===== src/rtl/booth4_seq_accum.sv =====
// Sequential radix-4 Booth multiplier core: issues one digit triplet per cycle to an
// external Booth4 partial-product generator and accumulates its PP/E/S into a signed product.
module booth4_seq_accum #(
    parameter int unsigned WIDTH = 64
) (
    input  logic                 clk,
    input  logic                 rst_n,
    input  logic                 IN_VALID,
    output logic                 IN_READY,
    input  logic [WIDTH-1:0]     IN_A,
    input  logic [WIDTH-1:0]     IN_B,
    output logic [WIDTH-1:0]     BOOTH_A,
    output logic [2:0]           BOOTH_B_PP,
    input  logic [WIDTH:0]       PP,
    input  logic                 E,
    input  logic                 S,
    output logic                 OUT_VALID,
    input  logic                 OUT_READY,
    output logic [2*WIDTH-1:0]   OUT_P,
    output logic                 BUSY
);

    localparam int unsigned DIGITS = WIDTH / 2;
    localparam int unsigned CW     = (DIGITS > 1) ? $clog2(DIGITS) : 1;

    typedef enum logic [1:0] {
        IDLE = 2'd0,
        RUN  = 2'd1,
        DONE = 2'd2
    } state_t;

    state_t               r_state;
    state_t               w_next;
    logic [CW-1:0]        r_cnt;
    logic [WIDTH-1:0]     r_a;
    logic [WIDTH:0]       r_b;
    logic [2*WIDTH-1:0]   r_acc;
    logic [2*WIDTH-1:0]   w_term;
    logic [2*WIDTH-1:0]   w_addend;
    logic                 w_last;
    logic                 w_accept;

    assign w_last   = (r_cnt == CW'(DIGITS - 1));
    assign w_accept = IN_VALID && (r_state == IDLE);

    // ~E is the partial-product sign; PP[WIDTH] is taken as delivered
    assign w_term   = {{(WIDTH-1){~E}}, PP};
    assign w_addend = (w_term + (2*WIDTH)'(S)) << {r_cnt, 1'b0};

    always_ff @(posedge clk or negedge rst_n) begin
        if (!rst_n) begin
            r_state <= IDLE;
        end else begin
            r_state <= w_next;
        end
    end

    always_comb begin
        w_next = r_state;
        case (r_state)
            IDLE:    if (w_accept)  w_next = RUN;
            RUN:     if (w_last)    w_next = DONE;
            DONE:    if (OUT_READY) w_next = IDLE;
            default: w_next = IDLE;
        endcase
    end

    // r_b holds {B, 1'b0} and shifts right two bits per digit, so bits [2:0] are the live triplet
    always_ff @(posedge clk or negedge rst_n) begin
        if (!rst_n) begin
            r_cnt <= '0;
            r_a   <= '0;
            r_b   <= '0;
            r_acc <= '0;
        end else if (w_accept) begin
            r_cnt <= '0;
            r_a   <= IN_A;
            r_b   <= {IN_B, 1'b0};
            r_acc <= '0;
        end else if (r_state == RUN) begin
            r_cnt <= r_cnt + 1'b1;
            r_b   <= r_b >> 2;
            r_acc <= r_acc + w_addend;
        end
    end

    assign IN_READY   = (r_state == IDLE);
    assign BUSY       = (r_state == RUN);
    assign OUT_VALID  = (r_state == DONE);
    assign OUT_P      = r_acc;
    assign BOOTH_A    = r_a;
    assign BOOTH_B_PP = (r_state == RUN) ? r_b[2:0] : 3'b000;

endmodule


===== config.mk =====
export PLATFORM = sky130hd
export DESIGN_NAME = booth4_seq_accum
export DESIGN_NICKNAME = d
export VERILOG_FILES = /design/src/rtl/booth4_seq_accum.sv
export SDC_FILE = /design/constraint.sdc
export NUM_CORES = 1
export LEC_CHECK = 0
export ABC_AREA = 1
export CELL_PAD_IN_SITES_DETAIL_PLACEMENT = 1
export CELL_PAD_IN_SITES_GLOBAL_PLACEMENT = 1
export CORE_ASPECT_RATIO = 0.7
export CORE_MARGIN = 2
export CORE_UTILIZATION = 35
export CTS_BUF_LIST = sky130_fd_sc_hd__clkbuf_16
export CTS_CLUSTER_DIAMETER = 150
export CTS_CLUSTER_SIZE = 25
export DETAILED_ROUTE_END_ITERATION = 10
export PLACE_DENSITY = 0.81
export SETUP_SLACK_MARGIN = 0.05
export SYNTH_ARGS = -nofsm -noshare
export SYNTH_HDL_FRONTEND = slang
export SYNTH_SLANG_ARGS = --single-unit

===== constraint.sdc =====
create_clock -name clk -period 3.76 [get_ports clk]
set_input_delay 0.752 -clock clk [delete_from_list [all_inputs] [get_ports clk]]
set_output_delay 0.752 -clock clk [all_outputs]
set_load 0.02 [all_outputs]

==> flow_summary.toml, run 1 <==
[global_routing]
antenna_found_initial = 24
grt_usage = 0.763
grt_start_max_net_pins = 146
overflow = 156

[synth]
ys_ff_latch = 264
syn_avg_cell_area_um2 = 6.01
synth_cells = 4381
synth-async-reset-ratio = 1.00
syn_area_mm2 = 0.0263
synth_cell_types = 59
yosysWarnings = 0
synth.net_count = 4713
synthFlopType = "dfrtp_1"
synth_edf_count = 0
ys_seq_area_frac = 0.251

[placed_design]
place_ws_ns = -3.19
gp_congestion = 1.04
io_buffers = 396
post-dp-hpwl_mm = 137
placed_cells = 6809

[clocking]
cts_buffer_depth = 3
clock-sinks = 264
postCtsHoldBufs = 0
cts_inserted_buffers = 14
htreeDepth = 1
cts_root_buf = "clkbuf_16"

[floorplan]
pin_count = 397
rows = 84
die_w_um = 332
dieHeight_um = 233
start_util = 0.352

[sta]
grt-worst-endpoint = "OUT_P[119]$_DFFE_PN0P_/D"
worst_endpoint_kind = "register data pin"

[status]
toolErrorMsg = "[ERROR GRT-0232] Routing congestion too high. Check the congestion heatmap in the GUI."
failing_step = "global routing (5_1_grt)"
outcome = "aborted with a tool error"
==> what timing repair did <==
item,CTS
gates resized for setup,1367
setup endpoints to repair,124
setup buffers,128
pin swaps,382
endpoints found under the hold margin,0
==> synth_stat cells, drive strengths merged, types with 39 or more instances <==
library cell | instances | area share
a21oi | 337 | 0.064
nand3 | 380 | 0.073
inv | 486 | 0.069
or2 | 47 | 0.011
clkbuf | 101 | 0.014
ha | 132 | 0.063
dfrtp | 264 | 0.25
o21ai | 430 | 0.082
nor3 | 42 | 0.0082
buf | 50 | 0.0077
nand2 | 1277 | 0.18
xor2 | 41 | 0.014
nor2 | 486 | 0.072
nand4 | 39 | 0.010
==> cell families after synthesis <==
group	synth area share
AOI/OAI and AO/OA	0.209
xor gates and xnor gates	0.0186
adders and majority gates	0.0635
buffers and inverters	0.0915
DFF	0.251
muxes	0.00380
and+or+nand+nor	0.363
==> per-layer routing <==
layer  track usage  overflow
met5         0.334         0
met4         0.804        71
met3         0.590         6
met2         0.959        73
met1         0.736         6
==> through the flow <==
step | cell area [um^2] | util | hold slack, ns
after floorplan | 26800 | - | 0.449
after global placement | 40800 | 0.546 | 0.460
after detailed placement | 40800 | 0.546 | 0.471
after CTS | 46900 | 0.628 | 0.271
==> run 2: changes to the inputs <==
CELL_PAD_IN_SITES_DETAIL_PLACEMENT = not set   (was 1)
CELL_PAD_IN_SITES_GLOBAL_PLACEMENT = not set   (was 1)
CORE_ASPECT_RATIO = not set   (was 0.7)
CORE_UTILIZATION = 40   (was 35)
CTS_BUF_LIST = not set   (was sky130_fd_sc_hd__clkbuf_16)
CTS_CLUSTER_DIAMETER = not set   (was 150)
CTS_CLUSTER_SIZE = not set   (was 25)
PLACE_DENSITY = not set   (was 0.81)
PLACE_DENSITY_LB_ADDON = 0.15   (was not set)
SETUP_SLACK_MARGIN = not set   (was 0.05)
clock period = 4.9 ns   (was 3.76 ns; I/O delays follow)
==> flow_summary.toml, run 2 <==
[final_layout]
drive_gt1_frac = 0.369
fin_util = 0.697
largest_reg_flops = 128
nFillCells = 5747
mostFrequentLayoutCells = "1,121 x nand2_1, 1,119 x buf_4, 415 x inv_1"
diodes = 0
finalNetCount = 6150
final_common_cell = "nand2_1"
area_growth_pct = 73.1

[detailed_routing]
vias_per_cell = 5.38
dr.pass1.iters = 6
route.detailed.drc = 0
avgRoutedWirePerCell_um = 20.3
wl_mm = 136
ant_nets = 0
routed-via-count = 36074
drt_iter0_markers = 3502

[global_routing]
antenna_found_initial = 0
grt_first_pass_wirelength_mm = 199
grt_usage = 0.381
grt_start_max_net_pins = 123
overflow = 0
grt_pass1_vias = 33823

[sta]
max-slew-margin-rel = 0.302
fin_ws_ns = -0.385
hold_violations = 0
tightest_slew_ns = 1.05
finClkSkew_ns = 0.0201
max_freq_mhz = 189
timing.final.crit_share = 1.08
rsz0062_at_grt = "true"
min_period_ns = 5.28
setup_violations = 77
final_max_slew_viol_count = 0

[synth]
yosysMostFrequentCell = "nand2_1"
synth_edf_count = 0
synth_cells = 4381
synthFlopType = "dfrtp_1"
ys_ff_latch = 264
synth_top_area_frac = 0.251
yosys.area.top_type = "dfrtp_1"
synth_common_cells = "1,272 x nand2_1, 477 x inv_1, 474 x nor2_1, 378 x nand3_1, 376 x o21ai_0"
synth.net_count = 4713
ys_seq_area_frac = 0.251
syn_area_mm2 = 0.0263
synth_cell_types = 59
yosys-top-cells-area = "dfrtp_1 25%, nand2_1 18%, nand3_1 7.2%"
yosysWarnings = 0
synth-async-reset-ratio = 1.00
syn_avg_cell_area_um2 = 6.01

[critical_path]
critical_path_peak_fanout = 5
endpoint_kind = "register"
worstPathRequired_ns = 5.35
cp-start-kind = "input port"
critPathSlowestCell = "ha_4"
r2r_slack_ns = 0.37
path_common_cell = "buf_4"
worstPathArrival_ns = 5.74
slowest_delay_ns = 0.34
timing_worst_setup_path_type = "in2reg"

[clocking]
htreeDepth = 2
path_clk_slew_ns = 0.06
cts_buffer_depth = 3
cts_inserted_buffers = 34
postCtsHoldBufs = 0
clock-sinks = 264
tritoncts = "built"
insertion_delay_ns = 0.57
cts_root_buf = "clkbuf_16"

[floorplan]
start_util = 0.402
pin_count = 397
die_w_um = 261
rows = 94
dieHeight_um = 261
core_area_mm2 = 0.0654
fp.dieArea_mm2 = 0.0679

[placed_design]
gp_congestion = 1.03
post-dp-hpwl_mm = 107
io_buffers = 396

[status]
outcome = "finished, violations left"
violations = "negative setup slack"

[worst_hold_path]
hp-class = "in2async"

[job]
cap_violations = 0
-- run 2: path summary, 6_finish.rpt --
kind / startpoint / to / cells after the start
worst max register to register: r_cnt[0]$_DFFE_PN0P_ / OUT_P[127]$_DFFE_PN0P_ / 26
worst min register to register: r_b[52]$_DFFE_PN0P_ / r_b[52]$_DFFE_PN0P_ / 2
worst min-delay path: rst_n / OUT_P[127]$_DFFE_PN0P_ / 1
max in group asynchronous: rst_n / r_b[15]$_DFFE_PN0P_ / 2
min in group clk: r_b[52]$_DFFE_PN0P_ / r_b[52]$_DFFE_PN0P_ / 2
worst max-delay path: PP[0] / OUT_P[86]$_DFFE_PN0P_ / 35
-- run 2: timing repair --
item                       CTS  global route
setup endpoints to repair  109           115
pin swaps                   62           258
resized for setup          385           949
buffers inserted            26            64
-- run 2: cell families after synthesis --
group / count (synthesis) / share of synthesized area
AND/OR/NAND/NOR: 2296 / 0.363
AO/OA/AOI/OAI: 985 / 0.209
buffers and inverters: 637 / 0.0915
flip-flops: 264 / 0.251
adder cells (fa/ha/maj): 133 / 0.0635
XOR/XNOR: 56 / 0.0186
multiplexers: 10 / 0.00380
-- run 2: area by class of cell --
class | instances | area, um^2 | area share
multi-input cells | 3480 | 21800 | 0.478
clock buffers | 46 | 997 | 0.0219
flip-flops and latches | 264 | 6620 | 0.145
repair buffers | 1552 | 13100 | 0.286
inverters | 486 | 1830 | 0.0402
clock inverters | 16 | 209 | 0.00459
well taps | 864 | 1080 | 0.0237
-- run 2: critical path, delay by kind of cell --
family	cells	cell delay, ns
AOI/OAI and AO/OA	4	0.47
xor gates and xnor gates	1	0.15
adders and majority gates	3	0.63
buffers and inverters	11	1.28
and+or+nand+nor	16	2.21
-- run 2: per-stage QoR --
| step | std cells | setup slack [ns] | hold slack (ns) | setup TNS, ns | cell area, um^2 |
|---|---|---|---|---|---|
| 5_1_grt | 6708 | -0.681 | 0.495 | -36.51 | 45600 |
| 6_report | 6708 | -0.385 | 0.443 | -12.41 | 45600 |
| 4_1_cts | 6646 | -0.679 | 0.480 | -51.37 | 41600 |
| 3_3_place_gp | 6558 | -1.88 | 0.461 | -149.53 | 39000 |
| 3_5_place_dp | 6558 | -1.88 | 0.465 | -149.30 | 39000 |
| 2_1_floorplan | 4381 | 0.0827 | 0.449 | 0 | 26300 |
-- run 2: routing by layer --
layer | share of wire | track usage | wire length (um)
met1 | 0.43 | 0.522 | 58500
met2 | 0.44 | 0.600 | 60400
met3 | 0.075 | 0.0582 | 10100
met4 | 0.050 | 0.154 | 6810
met5 | 0 | 0 | 0
Power of run 2 is not shown: default switching activity piles up to over one toggle a cycle in this logic, so the estimate is an artifact.
